### src/rtl/bcd_display_scanner_if.sv
// rtl/bcd_display_scanner_if.sv - handshake input and display bus of the BCD display scanner
interface bcd_display_scanner_if;
  logic       in_valid;
  logic       in_ready;
  logic [0:7] in_bcd;
  logic [0:6] seg;
  logic [0:1] dig_en;
  logic       err;

  modport master (
    output in_valid,
    output in_bcd,
    input  in_ready,
    input  seg,
    input  dig_en,
    input  err
  );

  modport slave (
    input  in_valid,
    input  in_bcd,
    output in_ready,
    output seg,
    output dig_en,
    output err
  );
endinterface

### src/rtl/bcd_display_scanner.sv
// rtl/bcd_display_scanner.sv - latches a 2-digit BCD value and scans it tens/units onto a 7-segment bus
module bcd_display_scanner #(
  parameter int SCAN_DIV = 1000,
  parameter bit BLANK_LZ = 1'b1
) (
  input  logic                   clk,
  input  logic                   rst_n,
  bcd_display_scanner_if.slave   bus
);

  localparam int CW = $clog2(SCAN_DIV);
  localparam logic [CW-1:0] RELOAD = CW'(SCAN_DIV - 1);

  typedef enum logic [1:0] {IDLE, SCAN_HI, SCAN_LO} state_t;

  state_t        r_state;
  state_t        w_state_nxt;
  logic [CW-1:0] r_cnt;
  logic [CW-1:0] w_cnt_nxt;
  logic [0:7]    r_h;
  logic [0:7]    w_h_nxt;
  logic [0:6]    r_seg;
  logic [0:6]    w_seg_nxt;
  logic [0:1]    r_dig_en;
  logic [0:1]    w_dig_en_nxt;
  logic          r_err;
  logic          w_err_nxt;
  logic          w_ready;
  logic          w_xfer;
  logic [3:0]    w_tens;
  logic [3:0]    w_units;

  function automatic logic [0:6] f_decode(input logic [3:0] n);
    case (n)
      4'd0:    f_decode = 7'b1111110;
      4'd1:    f_decode = 7'b0110000;
      4'd2:    f_decode = 7'b1101101;
      4'd3:    f_decode = 7'b1111001;
      4'd4:    f_decode = 7'b0110011;
      4'd5:    f_decode = 7'b1011011;
      4'd6:    f_decode = 7'b1011111;
      4'd7:    f_decode = 7'b1110000;
      4'd8:    f_decode = 7'b1111111;
      4'd9:    f_decode = 7'b1111011;
      default: f_decode = 7'b0000001;
    endcase
  endfunction

  // New values are only taken at a frame boundary so a digit pair never tears.
  assign w_ready = (r_state == IDLE) || ((r_state == SCAN_LO) && (r_cnt == '0));
  assign w_xfer  = bus.in_valid && w_ready;
  assign w_tens  = r_h[0:3];
  assign w_units = r_h[4:7];

  always_ff @(posedge clk or negedge rst_n) begin
    if (!rst_n) begin
      r_state  <= IDLE;
      r_cnt    <= '0;
      r_h      <= 8'h00;
      r_seg    <= '0;
      r_dig_en <= '0;
      r_err    <= 1'b0;
    end else begin
      r_state  <= w_state_nxt;
      r_cnt    <= w_cnt_nxt;
      r_h      <= w_h_nxt;
      r_seg    <= w_seg_nxt;
      r_dig_en <= w_dig_en_nxt;
      r_err    <= w_err_nxt;
    end
  end

  always_comb begin
    w_state_nxt = r_state;
    w_cnt_nxt   = r_cnt;
    w_h_nxt     = r_h;
    if (w_xfer) begin
      w_h_nxt = bus.in_bcd;
    end
    case (r_state)
      IDLE: begin
        if (w_xfer) begin
          w_state_nxt = SCAN_HI;
          w_cnt_nxt   = RELOAD;
        end
      end
      SCAN_HI: begin
        if (r_cnt == '0) begin
          w_state_nxt = SCAN_LO;
          w_cnt_nxt   = RELOAD;
        end else begin
          w_cnt_nxt = r_cnt - 1'b1;
        end
      end
      SCAN_LO: begin
        if (r_cnt == '0) begin
          w_state_nxt = SCAN_HI;
          w_cnt_nxt   = RELOAD;
        end else begin
          w_cnt_nxt = r_cnt - 1'b1;
        end
      end
      default: begin
        w_state_nxt = IDLE;
        w_cnt_nxt   = '0;
      end
    endcase
  end

  // Display registers follow the current state and hold value, one cycle behind.
  always_comb begin
    w_seg_nxt    = '0;
    w_dig_en_nxt = 2'b00;
    w_err_nxt    = (w_tens > 4'd9) || (w_units > 4'd9);
    case (r_state)
      SCAN_HI: begin
        if (!(BLANK_LZ && (w_tens == 4'd0))) begin
          w_seg_nxt    = f_decode(w_tens);
          w_dig_en_nxt = 2'b10;
        end
      end
      SCAN_LO: begin
        w_seg_nxt    = f_decode(w_units);
        w_dig_en_nxt = 2'b01;
      end
      default: begin
        w_seg_nxt    = '0;
        w_dig_en_nxt = 2'b00;
      end
    endcase
  end

  assign bus.in_ready = w_ready;
  assign bus.seg      = r_seg;
  assign bus.dig_en   = r_dig_en;
  assign bus.err      = r_err;

endmodule
### src/flat_wrapper.sv
// flat-port wrapper written by rule: the top's interface ports become plain ports
module bcd_display_scanner_flat 
#(
  parameter int SCAN_DIV = 1000,
  parameter bit BLANK_LZ = 1'b1
)
  (clk, rst_n, bus_in_valid, bus_in_bcd, bus_in_ready, bus_seg, bus_dig_en, bus_err);
  bcd_display_scanner_if bus_i ();
  input  logic clk;
  input  logic rst_n;
  input wire logic [$bits(bus_i.in_valid)-1:0] bus_in_valid;
  input wire logic [$bits(bus_i.in_bcd)-1:0] bus_in_bcd;
  output wire logic [$bits(bus_i.in_ready)-1:0] bus_in_ready;
  output wire logic [$bits(bus_i.seg)-1:0] bus_seg;
  output wire logic [$bits(bus_i.dig_en)-1:0] bus_dig_en;
  output wire logic [$bits(bus_i.err)-1:0] bus_err;
  assign bus_i.in_valid = bus_in_valid;
  assign bus_i.in_bcd = bus_in_bcd;
  assign bus_in_ready = bus_i.in_ready;
  assign bus_seg = bus_i.seg;
  assign bus_dig_en = bus_i.dig_en;
  assign bus_err = bus_i.err;
  bcd_display_scanner #(.SCAN_DIV(SCAN_DIV), .BLANK_LZ(BLANK_LZ)) u_core (.clk(clk), .rst_n(rst_n), .bus(bus_i));
endmodule
### config.mk
export PLATFORM = sky130hd
export DESIGN_NAME = bcd_display_scanner_flat
export DESIGN_NICKNAME = d
export VERILOG_FILES = /design/src/rtl/bcd_display_scanner_if.sv /design/src/rtl/bcd_display_scanner.sv /design/src/flat_wrapper.sv
export SDC_FILE = /design/constraint.sdc
export NUM_CORES = 1
export LEC_CHECK = 0
export ABC_AREA = 1
export CAP_MARGIN = 5
export CORE_AREA = 2 2 73 57
export CTS_BUF_LIST = sky130_fd_sc_hd__clkbuf_2
export DETAILED_ROUTE_END_ITERATION = 16
export DIE_AREA = 0 0 75 59
export PLACE_DENSITY = 0.76
export SLEW_MARGIN = 10
export SYNTH_ARGS = -nofsm -noshare
export SYNTH_HDL_FRONTEND = slang
export SYNTH_SLANG_ARGS = --single-unit
export TNS_END_PERCENT = 20
### constraint.sdc
create_clock -name clk -period 1.6 [get_ports clk]
set_clock_uncertainty 0.1 [all_clocks]
set_input_delay 0.24 -clock clk [delete_from_list [all_inputs] [get_ports clk]]
set_output_delay 0.24 -clock clk [all_outputs]
set_load 0.05 [all_outputs]
# [After elaboration in Yosys (flattened, before gate mapping)]
# Memories as Yosys holds them, arrays and structs flattened.
# Cells that the tools add are included.
[word_totals] mem_bits_rw=0 rom_bits=224 n_memories=2 inputBits=11 wordCells=36 ff_bits=30 output_inout_bits=11 latch_bits=0
[mem_list] name="(no name shown)" words=16 width=7 read_ports=1 rd_clocked_by_memory_dff=0 write_ports=0 line_no="bcd_display_scanner.sv:34" text="case (n)"
[mem_list] name="(no name shown)" words=16 width=7 read_ports=1 rd_clocked_by_memory_dff=0 write_ports=0 line_no="bcd_display_scanner.sv:34"
[classes] muxes=11 addsub=1 bitwise=0 eq_ne=5 order_cmp=2 n_reduce_logical=9 shifts=0 multipliers=0 div=0
[ops] op="10-bit 2-to-1 mux" n=2
[ops] op="10-bit case mux with 2 select lines" n=1
[ops] op="7-bit case mux with 2 select lines" n=1
[ops] op="10-bit zero test" n=1
[ops] op="10-bit by 1-bit subtractor with 10-bit output, second input constant" n=1
[ops] op="4-bit > comparator, second input constant" n=2
[ops] op="2-bit 2-to-1 mux" n=4
[ops] op="7-bit 2-to-1 mux" n=1
[ops] op="2-bit case mux with 3 select lines" n=1
[ops] op="4-bit zero test" n=1
[ops] op="2-bit by 1-bit inequality test with 1-bit output, second input constant" n=2
[ops] op="2-bit case mux with 2 select lines" n=1
[ops] op="3-bit AND reduction" n=1
[ops] op="2-bit by 1-bit equality test with 1-bit output, second input constant" n=1
[ops] op="2-bit equality test, second input constant" n=1
[ops] op="1-bit logical AND" n=2
[ops] op="2-bit zero test" n=1
[ops] op="1-bit logical OR" n=2
[ops] op="2-bit inequality test, second input constant" n=1
[ops] op="2-bit OR reduction" n=1

# [Depth between registers and ports, before layout]
[depth] depth_word=6 ltp_mapped=11

# [Least setup slack after synthesis]
# Ideal clock, no wire load.
[synth_timing] path_type="reg2out" from="register u_core.r_cnt[0]" to="output port bus_in_ready" t_required_ns=1.260 arrival_time_ns=2.058 path_stages_with_launch=7 setup_slack_ns=-0.798 path_cell_list="dfrtp_1 -> inv_1 -> ha_1 -> nand2_4 -> nor2_4 -> nand2_4 -> o21ai_0"
[synth_between] elab_chain_cells=3
[synth_lines] item="start, declared" line_no="bcd_display_scanner.sv:18" text="logic [CW-1:0] r_cnt;"
[synth_lines] item="start signal, assigned" line_no="bcd_display_scanner.sv:65" text="r_cnt <= w_cnt_nxt;"
[synth_lines] item="10-bit zero test" line_no="bcd_display_scanner.sv:50" text="assign w_ready = (r_state == IDLE) || ((r_state == SCAN_LO) && (r_cnt == '0));"
[synth_lines] item="1-bit logical AND" line_no="bcd_display_scanner.sv:50"
[synth_lines] item="1-bit logical OR" line_no="bcd_display_scanner.sv:50"
[synth_lines] item="end, declared" line_no="flat_wrapper.sv:13" text="output wire logic [$bits(bus_i.in_ready)-1:0] bus_in_ready;"
# Every way passes these cells.

# [Final worst setup path]
[layout_timing] from="register u_core.r_cnt[5]" to="output port bus_in_ready"
# Same word-level chain as after synthesis.

==> qor.csv <==
stage;metric;value;unit
die;core_area;0.003637;mm2
place;portBuffers;21;
timing;maxSlewViolCount;0;
synthesis;yosysTopAreaCellShare;40.38;%
routing;wirelength;4.132;mm
timing;finalHoldViolCount;0;
synthesis;syn_nets;254;
power;power.density;2174;mW/mm2
cells_and_area;postLayoutCellArea;0.002416;mm2
die;die_w;75;um
worst_setup_path;worst-r2r-setup-slack;-120;ps
routing;drt_first_pass_iters;4;
grt;groute.usage.overall;20.81;%
worst_setup_path;path_buf_inv;1;
synthesis;yosysWarnings;0;
grt;grt_pass1_vias;1516;
place;dp_cells;315;
synthesis;syn_area_per_cell;8.191;um2
clocking;clk_path_buf_depth;2;
timing;slew-limit-headroom;75.21;%
timing;period_needed;1895;ps
routing;via_count;1645;
worst_setup_path;crit_type;register to primary output;
grt;grt_max_degree;31;
power;power_leakage;1.234;nW
die;start_util;51.12;%
status;violations;negative setup slack;
routing;route.detailed.drc;0;
synthesis;ys_seq_elements;30;
place;place_area;0.002243;mm2
clocking;clkSlewWorstSetupHoldPaths;150;ps
place;gp_congestion;0.8615;
hold_path;hold_path_class;input pin to async pin;
synthesis;ys_top_cells_by_area;dfrtp_1 (40%), nand2_1 (12%), ha_1 (11%), inv_1 (5.2%), o21ai_0 (4.8%);
clocking;cts_tree;yes;
synthesis;netlist_area;0.001859;mm2
power;p_total;5.254;mW
synthesis;ys_async_sr_fraction;100.0;%
synthesis;yosys_most_used_dff;dfrtp_1;
clocking;insertion_delay;350;ps
synthesis;synth_edf_count;0;
worst_setup_path;crit_fanout;2;
routing;routedWlPerCell;12.48;um
cells_and_area;area_growth_syn_to_layout;29.95;%
die;die_area;0.004425;mm2
power;ir_drop;0.001248;V
cells_and_area;fin_nets;305;
routing;routed_via_density;4.970;
timing;holdWs;147.4;ps
die;io_pins;22;
clocking;cts_sinks;30;
synthesis;syn_inst;227;
clocking;cts_made_buffers;5;
clocking;cts_root_buf;clkbuf_2;
clocking;h-tree-depth;2;
die;rows;19;
grt;grt.overflow.total;0;
timing;period_share;118.4;%
die;die_h;59;um
worst_setup_path;cp_slowest_cell;dfrtp_1;
timing;setup_violations;14;
place;post-dp-hpwl;2.966;mm
worst_setup_path;arrival;1560;ps
worst_setup_path;startpoint_type;register;
job;cap_violations;0;
synthesis;synthDistinctLibCells;29;
status;run_status;finished, violations left;
cells_and_area;final_cells;331;
synthesis;synth_common_cells;nand2_1 (57), dfrtp_1 (30), inv_1 (26);
grt;antenna_found_initial;0;
timing;fmax;0.5277;GHz
routing;first_iter_violations;99;
grt;grt_pass1_wl;6.934;mm
synthesis;yosysSeqAreaShare;40.38;%
cells_and_area;drive_gt1_share;27.24;%
worst_setup_path;r2r_cells;11;
worst_setup_path;crit-reg2reg-launch;u_core.r_cnt[5];
routing;antenna_left;0;
synthesis;yosysMostFrequentCell;nand2_1;
worst_setup_path;crit_path_max_incr_delay;430;ps
worst_setup_path;worstSetupEndpointType;primary output;
synthesis;yosysTopAreaCell;dfrtp_1;
worst_setup_path;worst_path_dominant_cell_family;simple AND/OR/NAND/NOR gates;
worst_setup_path;r2r_end;u_core.r_state[1];
cells_and_area;num_antenna_cells;0;
worst_setup_path;cp_cell_sequence;nor2_2 -> nand2_2 -> nor2_4 -> nand2_4 -> o21ai_4 -> buf_12;
timing;setup_slack;-295.1;ps
timing;rsz0062_at_grt;true;
timing;tightest_slew;371.8;ps
worst_setup_path;worstPathRequired;1260;ps
-- area by class of cell --
type	count	area (um2)
Fill cell	300	1221
Clock inverter	2	8.758
Multi-Input combinational cell	166	1056
Sequential cell	30	750.7
Inverter	29	111.4
Timing Repair Buffer	46	394.1
Tap cell	52	65.06
Clock buffer	6	30.03
-- through the flow --
step           TNS [ps]  utilization (%)  worst slack (ps)
3_3_place_gp          0            61.68             44.08
6_report          -1354            66.43            -295.1
3_5_place_dp          0            61.68             27.78
5_1_grt           -3493            66.43            -390.7
2_1_floorplan         0                -             12.98
4_1_cts          -352.6            64.02            -281.0
-- sequential cells by signal, indices dropped and copies added (netlist names) --
signal,flops
u_core.r_cnt,10
u_core.r_h,8
u_core.bus.seg,7
u_core.bus.dig_en,2
u_core.r_state,2
u_core.bus.err,1
-- how the worst max path moves through the flow --
stage | from | endpoint | slack [ps] | cells past startpoint
6_report | u_core.r_cnt[5] | bus_in_ready | -300 | 6
3_5_place_dp | u_core.r_state[1] | u_core.bus.seg[0] | 30 | 6
3_3_place_gp | u_core.r_cnt[1] | bus_in_ready | 40 | 7
2_1_floorplan | u_core.r_cnt[1] | bus_in_ready | 10 | 6
5_1_grt | u_core.r_cnt[5] | bus_in_ready | -390 | 6
4_1_cts | u_core.r_cnt[5] | bus_in_ready | -280 | 6
-- cell families after synthesis --
kind of cell               Yosys count  share of synthesized area (%)
buffers and inverters               31                          7.335
AOI/OAI and AO/OA                   43                          12.85
and+or+nand+nor                    106                          28.20
adders and majority gates           16                          10.77
xor gates and xnor gates             1                         0.4711
DFF                                 30                          40.38
-- routing by layer --
| layer | share of wire, % | vias to the layer above | track usage (%) |
|---|---|---|---|
| met4 | 1.2 | 0 | 5.357 |
| met5 | 0 | - | 0 |
| met3 | 5.4 | 6 | 4.082 |
| met1 | 50 | 746 | 31.66 |
| li1 | - | 845 | - |
| met2 | 44 | 48 | 30.33 |
-- cell usage in the layout, fill, tap and decap left out, types with 2 or more instances in the layout --
cell / instances
buf_4: 32
nand4_1: 10
nor2_2: 3
inv_1: 23
a21oi_1: 12
nor2_4: 4
ha_4: 2
nand2_1: 55
a21boi_1: 2
dfrtp_1: 30
nand2_2: 5
buf_6: 3
inv_2: 5
o21ai_4: 2
o21ai_0: 12
clkdlybuf4s50_1: 10
nand2_4: 2
nor2_1: 8
o21ai_1: 10
clkbuf_2: 6
ha_1: 13
nand3_1: 11
or2_2: 3
-- timing repair --
action | CTS | global route
setup endpoints to repair | 3 | 28
gates resized for setup | 8 | 19
hold buffers | 0 | 0
setup buffers | 4 | 4
cloned | 0 | 0
pin swaps | 3 | 4
-- where the power goes --
part           switching, mW  internal (mW)  total, mW
sequential             0.258           1.08       1.34
combinational           2.13           1.43       3.56
clock                  0.246          0.108      0.354
total                   2.64           2.62       5.25
Note: power is estimated with default switching activity, not from simulation.
